File: src/rtl/phase_marker_pkg.sv
// Shared types and encoding helpers for the phase-marker transmitter.
package phase_marker_pkg;

    typedef enum logic [2:0] {
        VCTM  = 3'd0,
        DELAY = 3'd1,
        TEXE  = 3'd2,
        LEAK  = 3'd3,
        INIT  = 3'd4,
        BIM   = 3'd5,
        TRAIN = 3'd6
    } phase_e;

    localparam logic [6:0]  MARKER_OPCODE = 7'h13;
    localparam logic [2:0]  MARKER_FUNCT3 = 3'b010;
    localparam int unsigned NUM_PHASES    = 7;

    // Marker is an I-type op with rd=rs1=x0; imm carries {phase, is_end}.
    function automatic logic [31:0] encode_marker(input phase_e phase, input logic is_end);
        logic [11:0] imm;
        imm = {8'd0, phase, is_end};
        return {imm, 5'd0, MARKER_FUNCT3, 5'd0, MARKER_OPCODE};
    endfunction

endpackage

File: src/rtl/marker_fifo.sv
// In-order synchronous FIFO for marker words; head reads as zero when empty.
module marker_fifo #(
    parameter int unsigned DEPTH = 4,
    parameter int unsigned WIDTH = 32
) (
    input  logic             clock,
    input  logic             reset,
    input  logic             push,
    input  logic [WIDTH-1:0] push_data,
    input  logic             pop,
    output logic [WIDTH-1:0] head,
    output logic             full,
    output logic             empty
);

    localparam int unsigned AW = (DEPTH > 1) ? $clog2(DEPTH) : 1;

    logic [WIDTH-1:0] mem [DEPTH];
    logic [AW-1:0]    wr_ptr;
    logic [AW-1:0]    rd_ptr;
    logic [AW:0]      count;
    logic             do_push;
    logic             do_pop;

    assign full    = (count == (AW+1)'(DEPTH));
    assign empty   = (count == '0);
    // A full FIFO refuses a push even when a pop frees a slot in the same cycle.
    assign do_push = push && !full;
    assign do_pop  = pop && !empty;
    assign head    = empty ? '0 : mem[rd_ptr];

    always_ff @(posedge clock or posedge reset) begin
        if (reset) begin
            wr_ptr <= '0;
            rd_ptr <= '0;
            count  <= '0;
        end else begin
            if (do_push) wr_ptr <= wr_ptr + 1'b1;
            if (do_pop)  rd_ptr <= rd_ptr + 1'b1;
            case ({do_push, do_pop})
                2'b10:   count <= count + 1'b1;
                2'b01:   count <= count - 1'b1;
                default: count <= count;
            endcase
        end
    end

    always_ff @(posedge clock) begin
        if (do_push) mem[wr_ptr] <= push_data;
    end

endmodule

File: src/rtl/phase_marker_tx.sv
// Phase-marker transmitter: encodes phase requests, queues them, stamps ids, tracks open phases.
// Define PHASE_MARKER_CHECK_EN to flag START-while-open and END-while-closed ordering errors.
module phase_marker_tx
    import phase_marker_pkg::*;
#(
    parameter int unsigned DEPTH = 4,
    parameter int unsigned ID_W  = 16
) (
    input  logic            clock,
    input  logic            reset,
    input  logic            req_valid,
    output logic            req_ready,
    input  logic [2:0]      req_phase,
    input  logic            req_end,
    output logic            out_valid,
    input  logic            out_ready,
    output logic [31:0]     out_inst,
    output logic [ID_W-1:0] out_id,
    output logic [6:0]      open_mask,
    output logic            err
);

    logic        full;
    logic        empty;
    logic        accept;
    logic        legal;
    logic        push;
    logic        pop;
    logic        violation;
    logic [31:0] word;

    assign req_ready = !full;
    assign out_valid = !empty;
    assign accept    = req_valid && !full;
    assign legal     = (req_phase < 3'(NUM_PHASES));
    assign push      = accept && legal;
    assign pop       = out_valid && out_ready;
    assign word      = encode_marker(phase_e'(req_phase), req_end);

    always_comb begin
        violation = 1'b0;
`ifdef PHASE_MARKER_CHECK_EN
        if (legal) violation = req_end ? !open_mask[req_phase] : open_mask[req_phase];
`endif
    end

    marker_fifo #(
        .DEPTH (DEPTH),
        .WIDTH (32)
    ) u_fifo (
        .clock     (clock),
        .reset     (reset),
        .push      (push),
        .push_data (word),
        .pop       (pop),
        .head      (out_inst),
        .full      (full),
        .empty     (empty)
    );

    always_ff @(posedge clock or posedge reset) begin
        if (reset) begin
            open_mask <= '0;
            err       <= 1'b0;
            out_id    <= '0;
        end else begin
            err <= accept && (!legal || violation);
            if (push) open_mask[req_phase] <= !req_end;
            if (pop)  out_id <= out_id + 1'b1;
        end
    end

endmodule
File: config.mk
export PLATFORM = sky130hd
export DESIGN_NAME = phase_marker_tx
export DESIGN_NICKNAME = d
export VERILOG_FILES = /design/src/rtl/phase_marker_pkg.sv /design/src/rtl/marker_fifo.sv /design/src/rtl/phase_marker_tx.sv
export SDC_FILE = /design/constraint.sdc
export NUM_CORES = 1
export LEC_CHECK = 0
export CORE_MARGIN = 2
export CORE_UTILIZATION = 53
export DETAILED_ROUTE_END_ITERATION = 16
export PLACE_DENSITY = 0.75
export SETUP_SLACK_MARGIN = 0.4
export SYNTH_ARGS = -nofsm -noshare
export SYNTH_HDL_FRONTEND = slang
export SYNTH_HIERARCHICAL = 1
export SYNTH_SLANG_ARGS = --single-unit
export TNS_END_PERCENT = 20
File: constraint.sdc
create_clock -name clock -period 2.6 [get_ports clock]
set_input_delay 0.78 -clock clock [delete_from_list [all_inputs] [get_ports clock]]
set_output_delay 0.78 -clock clock [all_outputs]
set_load 0.05 [all_outputs]
# After elaboration in Yosys (flattened, before gate mapping)
# Memory sizes are Yosys's and may differ from the RTL's.
# Cells that the tools add are included.
totals:
  ramBits: 16
  out_inout_bits: 58
  reg_bits: 31
  mem_count: 1
  inputBits: 8
  elab_cells: 38
op_classes:
  addsub: 5
  reduce_logical: 13
  n_lt_le_gt_ge: 3
  n_eq_ne: 3
  n_mux: 7
memory_table:
  columns: ["memory", "depth", "width", "read_ports", "rd_ports_with_merged_regs", "wr", "line_no", "text"]
  rows:
  - ["u_fifo.mem", 4, 4, 1, 0, 1, "marker_fifo.sv:18", "logic [WIDTH-1:0] mem [DEPTH];"]
ops:
  columns: ["operator", "n"]
  rows:
  - ["$mux W32", 1]
  - ["$add A16 B1 Y16 const B", 1]
  - ["$bwmux W7", 1]
  - ["$logic_and A1 B1 Y1", 7]
  - ["$pmux W3 S2", 1]
  - ["$add A2 B1 Y2 const B", 2]
  - ["$logic_not A1 Y1", 4]
  - ["$lt A3 B4 Y1 const B", 1]
  - ["$add A3 B1 Y3 const B", 1]
  - ["$demux W1 S3", 1]
  - ["$eq A3 B3 Y1 const B", 1]
  - ["$ge A3 B1 Y1 const B", 1]
  - ["$logic_not A3 Y1", 1]
  - ["$lt A3 B3 Y1 const B", 1]
  - ["$mux W1", 3]
  - ["$sub A3 B1 Y3 const B", 1]
  - ["$eq A2 B1 Y1 const B", 1]
  - ["$eq A2 B2 Y1 const B", 1]
  - ["$reduce_bool A2 Y1", 1]

# Logic depth before layout (Yosys ltp)
logic_depth:
  ltp_word: 7
  mapped_depth: 12
  depth_no_buf: 12

# Cells and area by module
# Netlist, hierarchy kept.
modules_own_cells:
  columns: ["mod", "cells_per_inst", "area_each_um2", "seq_area_each_um2", "n_inst"]
  rows:
  - ["marker_fifo", 242, 5295.1, 4018.9, 1]
  - ["phase_marker_tx", 94, 1081.0, 600.6, 1]

# Worst setup path before layout
# Ideal clock, no wire load.
synth_timing:
  path_kind: "flip-flop to flip-flop"
  start: "register u_fifo.count[2]"
  end: "memory u_fifo/mem[0][0] in the netlist's numbering, enable pin"
  synth_period_minus_slack_ns: 2.861
  path_stages_with_launch: 7
  arrival_time_ns: 2.469
  required_ns: 2.208
  setup_slack_ns: -0.261
  setup_time_ns: 0.392
  path_buffers: 0
  cell_sequence: "dfrtp_1 nor3b_1 inv_1 nand2_1 a31oi_1 nor2b_1 and2_1"
synth_via:
  elab_chain_cells: 7
synth_lines:
  columns: ["item", "line_no", "text"]
  rows:
  - ["start, declared", "marker_fifo.sv:21", "logic [AW:0] count;"]
  - ["start signal, assigned", "marker_fifo.sv:41", "2'b10: count <= count + 1'b1;"]
  - ["start signal, assigned", "marker_fifo.sv:42", "2'b01: count <= count - 1'b1;"]
  - ["start signal, assigned", "marker_fifo.sv:43", "default: count <= count;"]
  - ["$eq A3 B3 Y1", "marker_fifo.sv:25", "assign full = (count == (AW+1)'(DEPTH));"]
  - ["named net full", "phase_marker_tx.sv:23", "logic full;"]
  - ["$logic_not A1 Y1", null, null]
  - ["named net req_ready", "phase_marker_tx.sv:12", "output logic req_ready,"]
  - ["$logic_and A1 B1 Y1", "phase_marker_tx.sv:34", "assign accept = req_valid && !full;"]
  - ["$logic_and A1 B1 Y1", "phase_marker_tx.sv:36", "assign push = accept && legal;"]
  - ["named net push", "phase_marker_tx.sv:27", "logic push;"]
  - ["$logic_and A1 B1 Y1", "marker_fifo.sv:28", "assign do_push = push && !full;"]
  - ["$mux W1", "marker_fifo.sv:49", "if (do_push) mem[wr_ptr] <= push_data;"]
  - ["$mux W1 (implied by the code)", "marker_fifo.sv:49", null]
  - ["end, declared", "marker_fifo.sv:18", null]
# The timed path passes the listed nets, and every way through them passes these cells.

==> results.ini <==
[pwr]
powerDensity_nw_per_um2 = 1378
p_leak_nw = 3.684
peakVddDrop_mv = 0.7798
finalPower_mw = 12.53

[clock_network]
clockBufferDepth = 2
clk_pin_slew_worst_paths_ps = 60
insertion_delay_ps = 430
cts_root_buf = clkbuf_16
cts_sinks = 159
cts-buffers-inserted = 17
tritoncts = done
htree_levels = 4

[worst_setup_path]
cp_common_cell = buf_12
end_kind = primary output
required_ps = 1820
crit_family = multiplexers
cp.arrival_ps = 1960
crit_type = reg2out
r2r_end = u_fifo/count[2]
rr_worst_depth = 12
rrSetupSlack_ps = 280
cp_cell_sequence = buf_12, clkbuf_16, mux4_2, nor2b_4, buf_12
regToRegStartpoint = u_fifo/count[1]
cpPeakStageDelay_ps = 500
critPathBufInv = 3
cp_slowest_cell = mux4_2
cp-start-kind = flip-flop
crit_fanout = 5

[layout]
fin_nets = 572
nFillCells = 655
syn2layout_area_growth_pct = 42.56
drive_gt1_frac = 0.3163
n_antenna_cell = 0

[logic_synthesis]
synth_top_family_by_area = multiplexers
yosysUniqueCellTypes = 38
mappedNetlistArea_sq_um = 6376
synth_top_area_share = 0.6028
synth-simple-area-share = 0.07084
synth-seq-cells = 159
synth.area.top_cells = edfxtp_1 60%, dfrtp_1 12%, mux4_2 11%
yosys_warnings = 6
synth_mux_area_frac = 0.1209
synth_adder_area_share = 0.01491
yosys.area.top_type = edfxtp_1
synth_compound_area_frac = 0.01511
synthXorXnorAreaFrac = 0.02885
avgSynthCellArea_sq_um = 18.98
synth-edff-count = 128
async_flop_share = 0.1950
synthFlopType = edfxtp_1
seq_area_frac_synth = 0.7245
synthCells = 336

[placed_design]
portBuffers = 65
dp_slack_ps = -205.2
routabilityCongestion = 0.7623
dp_hpwl_mm = 7.484

[routing]
dr_total_vias = 3530
first_pass_iters = 4
drt_wl_total_mm = 12.75
drc_errors = 0
final_antenna_net_count = 0
wl_per_cell_um = 17.81
drt_iter0_markers = 250
via_per_inst = 4.930

[min_path]
worstHoldPathCells = 1
hold_start = out_id[12]
min_to = out_id[12]
hold_class = reg2reg

[status]
status = finished, violations left
violations = setup timing

[global_routing]
antenna_found_initial = 0
grt_pass1_vias = 3720
track_usage = 0.2048
grt_max_degree = 29
overflow = 0
grt_first_pass_wirelength_mm = 19.28

[sta]
setup_ws_ps = -136.8
setup_viol = 32
skew_ps = 10.15
rsz0062_at_grt = yes
slew_headroom = 0.6612
maxSlewViolCount = 0
tightest_slew_ps = 510.2
fmax_mhz = 365.4
period_share = 1.053
timing.final.hold_violations = 0
period_needed_ps = 2737

[die]
die_x_um = 113.7
ios = 66
coreArea_sq_um = 11860
num_rows = 40
die_area_sq_um = 12920
die_h_um = 113.7
initial_utilization = 0.5376

[flow_run]
drv_cap = 0

==> area by class of cell <==
| class | instances | area (sq um) | area share |
|---|---|---|---|
| Clock buffer | 19 | 432.9 | 0.04763 |
| Sequential cell | 159 | 4624 | 0.5087 |
| Inverter | 12 | 45.04 | 0.004955 |
| Timing Repair Buffer | 105 | 1435 | 0.1579 |
| Clock inverter | 12 | 101.3 | 0.01115 |
| Multi-Input combinational cell | 262 | 2267 | 0.2494 |
| Tap cell | 147 | 183.9 | 0.02023 |
==> power by group <==
part | internal [mW] | total, mW | switching (mW) | leakage, nW
combinational | 3.22 | 6.66 | 3.44 | 1.87
sequential | 3.32 | 3.59 | 0.270 | 1.56
clock | 1.38 | 2.28 | 0.910 | 0.263
total | 7.91 | 12.5 | 4.62 | 3.68
==> repair_timing <==
| item | 4_1_cts | 5_1_grt |
|---|---|---|
| hold buffers | 0 | 0 |
| buffers inserted | 5 | 8 |
| cloned | 1 | 1 |
| pin swaps | 0 | 3 |
| resized for setup | 45 | 81 |
| setup endpoints to repair | 60 | 170 |
==> layout by cell type, fill, tap and decap left out, types with 2 or more instances in the layout <==
cell type / instances
mux2_2: 2
buf_12: 41
edfxtp_1: 128
bufinv_16: 2
clkdlybuf4s15_2: 3
buf_6: 5
clkdlybuf4s50_1: 3
inv_2: 3
conb_1: 112
clkbuf_2: 2
ha_1: 5
and2b_1: 4
buf_4: 24
o21ai_0: 2
mux2i_1: 2
clkinv_2: 3
clkinv_1: 7
dfrtp_1: 27
clkbuf_1: 2
nor2b_4: 25
clkdlybuf4s15_1: 4
xor2_1: 6
nor2b_1: 6
nand4_1: 5
dlygate4sd2_1: 15
and2_2: 4
o41ai_1: 4
dlymetal6s2s_1: 4
nand2_1: 7
dfrtp_2: 4
nor2_1: 4
clkbuf_16: 18
nand3_1: 5
nand2b_1: 2
o31ai_1: 6
buf_8: 2
xnor2_1: 14
inv_1: 9
mux4_2: 31
==> worst max-delay path by stage <==
stage | cells past startpoint | to | from | slack, ps
floorplan | 4 | out_inst[24] | u_fifo/rd_ptr[0] | 150
global placement | 9 | u_fifo/count[2] | out_ready | -130
detailed placement | 9 | u_fifo/count[2] | out_ready | -210
CTS | 5 | out_inst[18] | u_fifo/rd_ptr[0] | -180
global route | 4 | out_inst[8] | u_fifo/rd_ptr[0] | -190
finish | 5 | out_inst[12] | u_fifo/rd_ptr[0] | -140
==> stage by stage <==
step / cells / setup TNS, ps / instance area (sq um) / hold slack, ps / util
floorplan: 446 / 0 / 6797 / 474.5 / -
global placement: 670 / -167.8 / 8100 / 474.6 / 0.6829
detailed placement: 670 / -477.9 / 8100 / 480.8 / 0.6829
CTS: 707 / -4196 / 8748 / 489.1 / 0.7376
global route: 716 / -5032 / 9090 / 500.0 / 0.7664
finish: 716 / -3124 / 9090 / 490.0 / 0.7664
==> cell families (layout without fill, tap and decap cells) <==
family          count (synthesis)  after routing
compound gates                 13             13
xor+xnor                       21             21
fa+ha+maj                       7              7
buf+inv                        25            148
flops                         159            159
mux                            36             36
other cells                     2            112
simple gates                   73             73
==> cell usage after synthesis, types with 2 or more instances <==
cell type	count
mux2_2	2
o21ai_0	2
o41ai_1	4
nand3_1	5
xnor2_1	14
nor2_1	5
ha_1	6
and2_1	4
mux4_1	2
nand2_1	8
o31ai_1	6
dfrtp_1	31
conb_1	2
and2b_1	4
xor2_1	7
mux2i_1	2
nor2b_1	31
inv_1	12
buf_12	2
clkbuf_1	3
mux4_2	30
nand4_1	5
buf_6	2
edfxtp_1	128
buf_2	5
nand2b_1	2
==> sequential cells by signal (all words and copies together), names as in the netlist <==
signal and flops:
err 1, u_fifo/rd_ptr 2, out_id 16, u_fifo/count 3, u_fifo/wr_ptr 2, u_fifo/mem 128
open_mask 7
==> metal layers <==
metal / track usage / share of wire / wire [um]
met1: 0.2536 / 0.40 / 5049
met2: 0.3421 / 0.54 / 6940
met3: 0.05207 / 0.038 / 479
met4: 0.09675 / 0.022 / 281
met5: 0 / 0 / 0
Power figures use the tool's default switching activity.
